`src/rtl/conv_pkg.sv`:
```
// conv_pkg: shared FSM states, ring geometry and the rotate helper for the line-buffer sequencer.
package conv_pkg;
  typedef enum logic [1:0] {IDLE, FILL, READ, DONE} state_t;
  localparam int NUM_LB = 4;
  localparam int WIN = 3;
  function automatic logic [NUM_LB-1:0] rotl(input logic [NUM_LB-1:0] v, input logic [$clog2(NUM_LB)-1:0] n);
    return (v << n) | (v >> (NUM_LB - int'(n)));
  endfunction
endpackage

```
`src/rtl/lb_ring_ptr.sv`:
```
// lb_ring_ptr: mod-4 ring pointer plus an up/down occupancy counter.
module lb_ring_ptr
  import conv_pkg::*;
#(
  parameter int MAXC = NUM_LB,
  parameter int CW = $clog2(MAXC + 1)
) (
  input  logic                      clk,
  input  logic                      rst_n,
  input  logic                      clr,
  input  logic                      adv,
  input  logic                      inc,
  input  logic                      dec,
  output logic [$clog2(NUM_LB)-1:0] ptr,
  output logic [CW-1:0]             cnt
);
  always_ff @(posedge clk or negedge rst_n)
    if (!rst_n) begin
      ptr <= '0;
      cnt <= '0;
    end else if (clr) begin
      ptr <= '0;
      cnt <= '0;
    end else begin
      if (adv) ptr <= ptr + 1'b1;
      cnt <= cnt + CW'(inc) - CW'(dec);
    end
endmodule

```
`src/rtl/line_buffer_sequencer.sv`:
```
// line_buffer_sequencer: write/read sequencing of the four-line-buffer ring feeding the 3x3 window.
// Define LBSEQ_STALL_CNT_EN to add the o_stall_cnt source-stall counter port.
module line_buffer_sequencer
  import conv_pkg::*;
#(
  parameter int ROW = 4,
  parameter int LINES = 6,
  parameter int PWR = 2,
  parameter int PRD = 1
) (
  input  logic                      i_clk,
  input  logic                      i_rst_n,
  input  logic                      i_pixel_valid,
  output logic                      o_pixel_ready,
  output logic [NUM_LB-1:0]         o_wr_valid,
  output logic [NUM_LB-1:0]         o_rd_en,
  output logic [$clog2(NUM_LB)-1:0] o_rd_base,
  output logic                      o_window_valid,
  input  logic                      i_window_ready,
  output logic                      o_frame_done,
  output logic                      o_busy
`ifdef LBSEQ_STALL_CNT_EN
  ,
  output logic [15:0]               o_stall_cnt
`endif
);
  localparam int WR_BEATS = ROW / PWR;
  localparam int RD_BEATS = (ROW - 2) / PRD;
  localparam int WRW = $clog2(WR_BEATS + 1);
  localparam int RDW = $clog2(RD_BEATS + 1);
  localparam int RWW = $clog2(LINES + 1);
  localparam int AW = $clog2(NUM_LB + 1);
  localparam int WNW = $clog2(LINES - 1);
  state_t                      state;
  logic                        armed;
  logic [WRW-1:0]              wr_beat;
  logic [RDW-1:0]              rd_beat;
  logic [RWW-1:0]              rows_written;
  logic [$clog2(NUM_LB)-1:0]   wr_ptr;
  logic [AW-1:0]               avail, avail_nxt;
  logic [WNW-1:0]              win_rows;
  logic                        accept, wr_last, rd_fire, rd_last, last_row, clr;
  // armed keeps the source throttled while reset is held and for one cycle after release
  assign o_pixel_ready = armed && state != DONE && avail < AW'(NUM_LB) && rows_written < RWW'(LINES);
  assign accept = i_pixel_valid && o_pixel_ready;
  assign wr_last = accept && wr_beat == WRW'(WR_BEATS - 1);
  assign rd_fire = state == READ && i_window_ready;
  assign rd_last = rd_fire && rd_beat == RDW'(RD_BEATS - 1);
  assign last_row = win_rows == WNW'(LINES - 3);
  assign clr = state == DONE;
  assign avail_nxt = avail + AW'(wr_last) - AW'(rd_last);
  assign o_wr_valid = accept ? rotl(NUM_LB'(1), wr_ptr) : '0;
  assign o_rd_en = rd_fire ? rotl(NUM_LB'(7), o_rd_base) : '0;
  assign o_busy = state != IDLE;
  lb_ring_ptr #(.MAXC(NUM_LB)) u_wr (
    .clk(i_clk), .rst_n(i_rst_n), .clr(clr), .adv(wr_last), .inc(wr_last), .dec(rd_last),
    .ptr(wr_ptr), .cnt(avail)
  );
  lb_ring_ptr #(.MAXC(LINES - 2)) u_rd (
    .clk(i_clk), .rst_n(i_rst_n), .clr(clr), .adv(rd_last), .inc(rd_last), .dec(1'b0),
    .ptr(o_rd_base), .cnt(win_rows)
  );
  always_ff @(posedge i_clk or negedge i_rst_n)
    if (!i_rst_n) begin
      state <= IDLE;
      armed <= 1'b0;
      wr_beat <= '0;
      rd_beat <= '0;
      rows_written <= '0;
      o_window_valid <= 1'b0;
      o_frame_done <= 1'b0;
    end else begin
      armed <= 1'b1;
      o_window_valid <= rd_fire;
      o_frame_done <= rd_last && last_row;
      if (accept) wr_beat <= wr_last ? '0 : wr_beat + 1'b1;
      if (rd_fire) rd_beat <= rd_last ? '0 : rd_beat + 1'b1;
      if (clr) rows_written <= '0;
      else if (wr_last) rows_written <= rows_written + 1'b1;
      case (state)
        IDLE: if (accept) state <= FILL;
        FILL: if (avail_nxt >= AW'(WIN)) state <= READ;
        READ: if (rd_last) state <= last_row ? DONE : avail_nxt < AW'(WIN) ? FILL : READ;
        default: state <= IDLE;
      endcase
    end
`ifdef LBSEQ_STALL_CNT_EN
  always_ff @(posedge i_clk or negedge i_rst_n)
    if (!i_rst_n) o_stall_cnt <= '0;
    else if (state == IDLE && accept) o_stall_cnt <= '0;
    else if (i_pixel_valid && !o_pixel_ready && o_stall_cnt != 16'hFFFF) o_stall_cnt <= o_stall_cnt + 1'b1;
`endif
endmodule

```
`config.mk`:
```
export PLATFORM = sky130hd
export DESIGN_NAME = line_buffer_sequencer
export DESIGN_NICKNAME = d
export VERILOG_FILES = /design/src/rtl/conv_pkg.sv /design/src/rtl/lb_ring_ptr.sv /design/src/rtl/line_buffer_sequencer.sv
export SDC_FILE = /design/constraint.sdc
export NUM_CORES = 1
export LEC_CHECK = 0
export BUFFER_PORTS_ARGS = -buffer_cell sky130_fd_sc_hd__buf_4
export CORE_UTILIZATION = 50
export DETAILED_ROUTE_END_ITERATION = 7
export PLACE_DENSITY = 0.8
export SYNTH_ARGS = -nofsm -noshare
export SYNTH_HDL_FRONTEND = slang
export SYNTH_SLANG_ARGS = --single-unit
```
`constraint.sdc`:
```
create_clock -name i_clk -period 5.7 [get_ports i_clk]
set_clock_uncertainty 0.1 [all_clocks]
set_input_delay 0.285 -clock i_clk [delete_from_list [all_inputs] [get_ports i_clk]]
set_output_delay 0.285 -clock i_clk [all_outputs]
set_load 0.005 [all_outputs]
```
Word-level counts from Yosys, hierarchy flattened:

Cells that the tools add are included.

* logic and storage cells: 72
* register bits after elaboration: 22
* input bits: 4

* bitwise logic cells: 2
* add/sub/neg operators: 10
* reductions and logical operators: 13
* mux-type cells: 18
* eq/ne operators: 10
* shift operators: 4
* magnitude comparators: 4

Operators with widths (count)
* right shift 1 x 32 -> 4 bit (first input constant): 1
* right shift 3 x 32 -> 4 bit (first input constant): 1
* 2-to-1 mux 2 bit: 11
* 2-to-1 mux 3 bit: 4
* adder 2 x 1 -> 2 bit (second input constant): 4
* logical AND 1 bit: 8
* 2-to-1 mux 4 bit: 2
* inequality test 2 bit (second input constant): 4
* bitwise OR 4 bit: 2
* subtractor 3 x 2 -> 4 bit (first input constant): 2
* adder 3 x 1 -> 3 bit: 2
* equality test 2 x 1 -> 1 bit (second input constant): 3
* less-than comparator 3 bit (second input constant): 2
* one-hot mux 2 bit (3 select lines): 1
* nonzero test 2 bit: 3
* equality test 2 bit (second input constant): 2
* left shift 1 x 2 -> 4 bit (first input constant): 1
* left shift 3 x 2 -> 4 bit (first input constant): 1
* adder 3 x 1 -> 3 bit (second input constant): 1
* equality test 3 x 2 -> 1 bit (second input constant): 1
* >= comparator 3 x 2 -> 1 bit (second input constant): 1
* less-than comparator 3 x 2 -> 1 bit (second input constant): 1
* AND reduction 3 bit: 1
* subtractor 3 x 1 -> 3 bit: 1
* logical NOT 2 bit: 1

Logic depth before layout (Yosys ltp):

Gate-level depths: netlist of the first run.

* depth after elaboration: 13
* depth in mapped cells: 12

Hierarchy:

Synthesis of the first run repeated with hierarchy kept, for this count alone.

* cell total of the unflattened synthesis: 116
* area total of the unflattened synthesis: 1290.0 µm²

By module, submodules not included
* line_buffer_sequencer: area each 784.5 µm², cells an instance 76, sequential area each 300.3 µm², times used 1
* lb_ring_ptr: area each 252.7 µm², cells an instance 20, sequential area each 125.1 µm², times used 2

Least setup slack after synthesis of the first run:

OpenSTA, ideal clock, no wires.

* kind: register to register
* start: register rows_written[2]
* end: register state[0]
* clock period less this slack: 2.764 ns
* data required time: 5.522 ns
* arrival time: 2.586 ns
* cell stages (with the launch flop): 13
* path buffers: 0
* path slack: 2.936 ns
* path through: dfrtp_1 a21boi_0 nand2_1 nor2_2 nand2_1 ha_1 inv_1 ha_1 fa_1 xor3_2 nand2_2 mux2_4 o2bb2ai_1

* word-level cells in the longest chain between the ends: 11
* elaborated cells between the ends (all ways): 15
* those cells by class: add/sub: 2; order compare: 3; eq/ne: 2; mux: 4; reduce/logical: 4

Ends and longest elaborated chain
* start: declaration: RTL line line_buffer_sequencer.sv:38 `logic [RWW-1:0] rows_written;`
* start signal: assignment: RTL line line_buffer_sequencer.sv:79 `else if (wr_last) rows_written <= rows_written + 1'b1;`
* less-than comparator 3 bit (*): RTL line line_buffer_sequencer.sv:44 `assign o_pixel_ready = armed && state != DONE && avail < AW'(NUM_LB) && rows_written < RWW'(LINES);`
* logical AND 1 bit (*): RTL line line_buffer_sequencer.sv:44
* logical AND 1 bit (*): RTL line line_buffer_sequencer.sv:45 `assign accept = i_pixel_valid && o_pixel_ready;`
* logical AND 1 bit: RTL line line_buffer_sequencer.sv:46 `assign wr_last = accept && wr_beat == WRW'(WR_BEATS - 1);`
* adder 3 x 1 -> 3 bit: RTL line line_buffer_sequencer.sv:51 `assign avail_nxt = avail + AW'(wr_last) - AW'(rd_last);`
* subtractor 3 x 1 -> 3 bit: RTL line line_buffer_sequencer.sv:51
* less-than comparator 3 x 2 -> 1 bit: RTL line line_buffer_sequencer.sv:83 `READ: if (rd_last) state <= last_row ? DONE : avail_nxt < AW'(WIN) ? FILL : READ;`
* 2-to-1 mux 2 bit (3 in series): RTL line line_buffer_sequencer.sv:83
* one-hot mux 2 bit (3 select lines): RTL line line_buffer_sequencer.sv:80 `case (state)`
* end signal: assignment: RTL line line_buffer_sequencer.sv:83
* end: declaration: RTL line line_buffer_sequencer.sv:34 `state_t state;`

Mark *: on every way between the ends. The rest lies on a longest branch, timed or not. The select of a mux whose other input is x is not followed.
A chain may end at the register's enable or synchronous reset.

Final worst setup path of the first run:

* start: register state[1]
* end: register state[0]

* word-level cells in the longest chain between the ends: 13
* elaborated cells between the ends (all ways): 23
* those cells by class: add/sub: 2; order compare: 2; eq/ne: 6; mux: 4; reduce/logical: 9

Ends and longest elaborated chain (RTL line)
* inequality test 2 bit: line_buffer_sequencer.sv:44
* logical AND 1 bit (3 in series): line_buffer_sequencer.sv:44
* logical AND 1 bit: line_buffer_sequencer.sv:45
* logical AND 1 bit: line_buffer_sequencer.sv:46
* adder 3 x 1 -> 3 bit: line_buffer_sequencer.sv:51
* subtractor 3 x 1 -> 3 bit: line_buffer_sequencer.sv:51
* less-than comparator 3 x 2 -> 1 bit: line_buffer_sequencer.sv:83
* 2-to-1 mux 2 bit (3 in series): line_buffer_sequencer.sv:83
* one-hot mux 2 bit (3 select lines): line_buffer_sequencer.sv:80

Several ways; a longest one is shown, not always the timed one. The select of a mux whose other input is x is not followed.

==> results.json, run 1 <==
{
  "cp-start-kind": "flip-flop",
  "cts_root_buf": "clkbuf_4",
  "worst_slew_pin_slew_ps": 804,
  "cts_setup_buffers": 0,
  "whs_path_depth": 3,
  "place_ws_ps": 2470,
  "finalWirelength_um": 1990,
  "crit_buf_inv": 1,
  "nets": 151,
  "finalWeightedCongestion": 0.705,
  "p_leak_nw": 0.750,
  "synth_top_cell_area_share": 0.449,
  "grt_max_degree": 23,
  "remaining_drc_errors": 0,
  "cts_hold_buf": 1,
  "coreArea_mm2": 0.00225,
  "final.min_clock_period_ps": 3240,
  "required_ps": 5840,
  "slew_viol_final": 0,
  "cap_violations": 0,
  "grt_pass1_wl_um": 3450,
  "wire_per_inst_um": 12.5,
  "port_buffers": 17,
  "final.setup.worst_slack_ps": 2460,
  "pin_count": 18,
  "syn2layout_area_growth_pct": 16.2,
  "yosysUniqueCellTypes": 32,
  "avgSynthCellArea_um2": 11.0,
  "startpoint": "state[1]",
  "setup_viol": 0,
  "ant_nets": 0,
  "path_depth": 11,
  "die-area_mm2": 0.00265,
  "fin_crit_sh": 0.569,
  "worstReg2RegEnd": "state[0]",
  "worstPathMaxFanout": 15,
  "initial_utilization": 0.544,
  "hold_viol": 0,
  "syn_area_mm2": 0.00123,
  "rrSetupSlack_ps": 2460,
  "seqCellArea_um2": 551,
  "arrival_ps": 3390,
  "cpMostUsedCell": "ha_1",
  "path_class": "reg2reg",
  "place_hpwl_um": 1510,
  "yosys_warnings": 0,
  "antenna_cells": 0,
  "drtIter0Drc": 3,
  "vias": 776,
  "clockBufferDepth": 2,
  "grt.total_usage": 0.180,
  "die_y_um": 51.5,
  "clock_latency_ps": 310,
  "synthFlopType": "dfrtp_1",
  "cts_resized": 0,
  "firstDrtPassIters": 4,
  "power_density_mw_per_mm2": 462,
  "synth-seq-area-share": 0.449,
  "syn_inst": 111,
  "synth.largest_area_cell": "dfrtp_1",
  "antenna_found_initial": 0,
  "ys_ff_latch": 22,
  "synth_area_leaders": "dfrtp_1 45%, ha_1 14%, nor2_1 4.9%",
  "endpoint_kind": "flip-flop",
  "cts.sinks": 22,
  "slew_headroom": 0.464,
  "crit_path_end": "state[0]",
  "synthesis.nets": 130,
  "drive_gt1_frac": 0.252,
  "fp.dieW_um": 51.5,
  "cts-htree-levels": 1,
  "max_freq_mhz": 308,
  "multi_input_area_um2": 632,
  "finalSetupTns_ps": 0,
  "num_rows": 17,
  "status": "finished, final reports clean",
  "fillers": 200,
  "cts_buffers": 3,
  "grt_setup_unrepaired": "no",
  "r2r_cells": 11,
  "ir_drop_mv": 0.278,
  "grt_overflow": 0,
  "cts_tree": "yes",
  "min_path_type": "in2reg",
  "post_drt_via_cell_ratio": 4.88,
  "synth-edff-count": 0,
  "slowest_delay_ps": 460,
  "yosys-top-cells-count": "22 x dfrtp_1, 16 x nor2_1, 14 x ha_1",
  "r2r_start": "state[1]",
  "grt_pass1_vias": 809,
  "async_flop_share": 1.00,
  "synth.most_common_cell": "dfrtp_1",
  "clk_pin_slew_worst_paths_ps": 130,
  "slowest_stage": "dfrtp_1",
  "path_delay_family": "simple AND/OR/NAND/NOR gates",
  "path_cells": "and2_0, nor2_2, nand2_1, ha_1, inv_1, ha_1, fa_1, xor3_2, nand2_2, mux2_4, o2bb2ai_1"
}
per-stage QoR:
| stage | cell area [µm²] | cells | total power [mW] | util | hold WS, ps |
|---|---|---|---|---|---|
| 2_1_floorplan | 1230 | 111 | 0.482 | - | -111 |
| 3_3_place_gp | 1380 | 154 | 0.556 | 0.612 | 83.3 |
| 4_1_cts | 1430 | 159 | 0.669 | 0.632 | 189 |
| 5_1_grt | 1430 | 159 | 0.717 | 0.632 | 205 |
| 3_5_place_dp | 1380 | 154 | 0.579 | 0.612 | 87.7 |
| 6_report | 1430 | 159 | 0.658 | 0.632 | 197 |
final cells by class:
class,count,share of cell area
Clock buffer,4,0.0255
Inverter,9,0.0237
Timing Repair Buffer,18,0.0966
Multi-Input combinational cell,78,0.443
Tap cell,28,0.0246
Sequential cell,22,0.386
sequential cells by signal, summed over array words and instances (netlist names):
signal	count
rows_written	3
rd_beat	2
armed	1
o_frame_done	1
o_window_valid	1
wr_beat	2
u_wr.cnt	3
u_rd.ptr	2
u_rd.cnt	3
state	2
u_wr.ptr	2
kinds of logic after synthesis:
| group | Yosys count | share of synthesized area |
|---|---|---|
| simple gates | 44 | 0.206 |
| xor+xnor | 7 | 0.0633 |
| compound gates | 5 | 0.0286 |
| mux | 6 | 0.0551 |
| buf+inv | 11 | 0.0357 |
| other cells | 1 | 0.00306 |
| fa+ha+maj | 15 | 0.159 |
| flops | 22 | 0.449 |
routing by layer:
layer / vias up / part of all wire / track usage
li1: 390 / - / -
met1: 370 / 0.44 / 0.213
met2: 13 / 0.52 / 0.327
met3: 3 / 0.029 / 0.0351
met4: 0 / 0.015 / 0.0541
met5: - / 0 / 0
cell usage in the layout (no fill, tap or decap), types with 2 or more instances in the layout:
cell and instances:
dfrtp_1 22, buf_4 17, nor2_1 16, ha_1 14
inv_1 9, nand2_1 7, nor2b_1 5, xnor2_1 5
and2_1 4, mux2i_1 3, clkbuf_4 3, a21boi_0 2
nor2_2 2, mux2_2 2
worst min-delay path by stage:
stage | to | slack (ps) | start
2_1_floorplan | armed | -110 | i_rst_n
3_3_place_gp | o_frame_done | 80 | i_rst_n
3_5_place_dp | o_frame_done | 90 | i_rst_n
4_1_cts | o_window_valid | 190 | i_window_ready
5_1_grt | o_window_valid | 210 | i_window_ready
6_report | o_window_valid | 200 | i_window_ready
worst register-to-register path, delay by kind of cell, from the launching register on:
kind,cells,cell delay (ps)
AOI/OAI and AO/OA,1,130
xor gates and xnor gates,1,340
adders and majority gates,3,850
buffers and inverters,1,40
DFF,1,460
muxes,1,270
and+or+nand+nor,4,980
where the power goes:
group / internal (mW) / switching (mW)
sequential: 0.215 / 0.0523
clock: 0.0390 / 0.0480
combinational: 0.161 / 0.143
Power figures use the tool's default switching activity.
==> run 2: changes to the inputs <==
PLACE_DENSITY = 0.83   (was 0.8)
clock period = 2.65 ns   (was 5.7 ns; I/O delays follow)
==> run 2 against run 1 <==
Net effect: final cell count grew 8.2%; global-route usage shrank 1.4 points; worst setup slack worse by 2500 ps; routed wire length up 9.8%; register-to-register slack got worse by 2500 ps; clock power rose by 69%; utilization is 6.6 points higher; via count up 11%; sequential cell count did not move; sequential power increased by 110%; critical path depth increased by 1; highest routed layer unchanged.
==> results.json, run 2 (synthesized netlist as in run 1, its figures left out) <==
{
  "status": "finished, final reports clean",
  "layout_common_cells": "31 x buf_4, 22 x dfrtp_1, 16 x nor2_1",
  "worstPathMaxFanout": 4,
  "finalSetupTns_ps": 0,
  "endpoint_kind": "flip-flop",
  "drive_gt1_frac": 0.389,
  "p_int_mw": 0.971,
  "remaining_drc_errors": 0,
  "pin_count": 18,
  "cts_root_buf": "clkbuf_4",
  "grt.total_usage": 0.166,
  "power_density_mw_per_mm2": 986,
  "crit_buf_inv": 1,
  "place_hpwl_um": 1510,
  "fp.dieW_um": 51.5,
  "cts_tree": "yes",
  "clock_latency_ps": 310,
  "place_ws_ps": -44.8,
  "fin_crit_sh": 0.998,
  "min_path_type": "in2reg",
  "arrival_ps": 2790,
  "die_y_um": 51.5,
  "syn2layout_area_growth_pct": 28.4,
  "port_buffers": 17,
  "setup_viol": 0,
  "worstReg2RegEnd": "state[0]",
  "hold_viol": 0,
  "slew_viol_final": 0,
  "final.setup.worst_slack_ps": 6.05,
  "final_util": 0.698,
  "path_cells": "a21boi_2, nand2_2, nor2_4, nand2_2, ha_4, inv_2, ha_4, fa_2, xor3_2, nand2_4, mux2_4, o2bb2ai_2",
  "grt_pass1_vias": 793,
  "drtIter0Drc": 10,
  "grt_overflow": 0,
  "firstDrtPassIters": 4,
  "p_sw_mw": 0.581,
  "path_delay_family": "adder cells",
  "clockBufferDepth": 2,
  "ir_drop_mv": 0.601,
  "initial_utilization": 0.544,
  "switching_share": 0.374,
  "holdPathEnd": "o_window_valid",
  "required_ps": 2800,
  "dp.cells": 164,
  "pwr-share-seq": 0.369,
  "p_leak_nw": 0.821,
  "slowest_delay_ps": 420,
  "busiest_layer": "met2",
  "grt_pass1_wl_um": 3150,
  "cp-start-kind": "flip-flop",
  "nets": 165,
  "r2r_start": "rows_written[2]",
  "top_regs": "rows_written x3, u_rd.cnt x3, u_wr.cnt x3",
  "comb_power_share": 0.537,
  "min_from": "i_window_ready",
  "post_drt_via_cell_ratio": 5.02,
  "die-area_mm2": 0.00265,
  "placed_area_mm2": 0.00147,
  "coreArea_mm2": 0.00225,
  "num_rows": 17,
  "whs_path_depth": 3,
  "r2r_cells": 12,
  "antenna_found_initial": 0,
  "path_class": "reg2reg",
  "finalWeightedCongestion": 0.727,
  "ant_nets": 0,
  "cts.sinks": 22,
  "mostFrequentLayoutCell": "buf_4",
  "grtUsageMet3": 0.0614,
  "antenna_cells": 0,
  "vias": 863,
  "final.min_clock_period_ps": 2640,
  "p_clk_frac": 0.095,
  "rrSetupSlack_ps": 6,
  "cts_buffers": 3,
  "final-instance-count-excl-fill": 172,
  "grt.met2_usage": 0.312,
  "slowest_stage": "dfrtp_1",
  "finalPower_mw": 1.55,
  "hold-worst-slack_ps": 57.6,
  "cts-htree-levels": 1,
  "use_met1": 0.172,
  "cap_violations": 0,
  "grt_setup_unrepaired": "yes",
  "finalWirelength_um": 2190,
  "final_area_mm2": 0.00157,
  "wire_per_inst_um": 12.7,
  "clk_pin_slew_worst_paths_ps": 110,
  "grt_max_degree": 23,
  "max_freq_mhz": 378
}
==> run 2: area by class of cell <==
class | instances | area [µm²]
sequential | 22 | 551
fill | 170 | 681
tap | 28 | 35.0
clock buffer | 3 | 22.5
timing repair buffer | 32 | 243
inverter | 9 | 33.8
multi-input combinational | 78 | 689
==> run 2: power groups by stage <==
stage / logic [mW] / clock network, mW / registers [mW]
2_1_floorplan: 0.486 / 0 / 0.561
3_3_place_gp: 0.692 / 0 / 0.564
3_5_place_dp: 0.729 / 0 / 0.570
4_1_cts: 0.742 / 0.151 / 0.567
5_1_grt: 0.929 / 0.165 / 0.587
6_report: 0.833 / 0.147 / 0.572
==> run 2: metal layers <==
| layer | routed length (µm) | part of all wire |
|---|---|---|
| met4 | 25 | 0.011 |
| met5 | 0 | 0 |
| met1 | 897 | 0.41 |
| met3 | 85 | 0.039 |
| met2 | 1180 | 0.54 |
==> run 2: worst min-delay path: stages <==
cell      delay [ps]
buf_4            120
nand3b_4         120
inv_1             60
==> run 2: worst max-delay path by stage <==
stage | slack, ps | cells past startpoint | from | to
3_3_place_gp | 60 | 12 | rows_written[2] | state[0]
4_1_cts | 20 | 12 | rows_written[2] | state[0]
5_1_grt | -90 | 12 | rows_written[2] | state[0]
2_1_floorplan | 7 | 12 | rows_written[2] | state[0]
6_report | 6 | 12 | rows_written[2] | state[0]
3_5_place_dp | -40 | 12 | rows_written[2] | state[0]
==> run 2: what timing repair did <==
item	4_1_cts	5_1_grt
endpoints found under the setup margin	2	2
buffers inserted	1	3
pin swaps	2	10
gates resized for setup	0	10
hold buffers	1	0
endpoints found under the hold margin	22	0
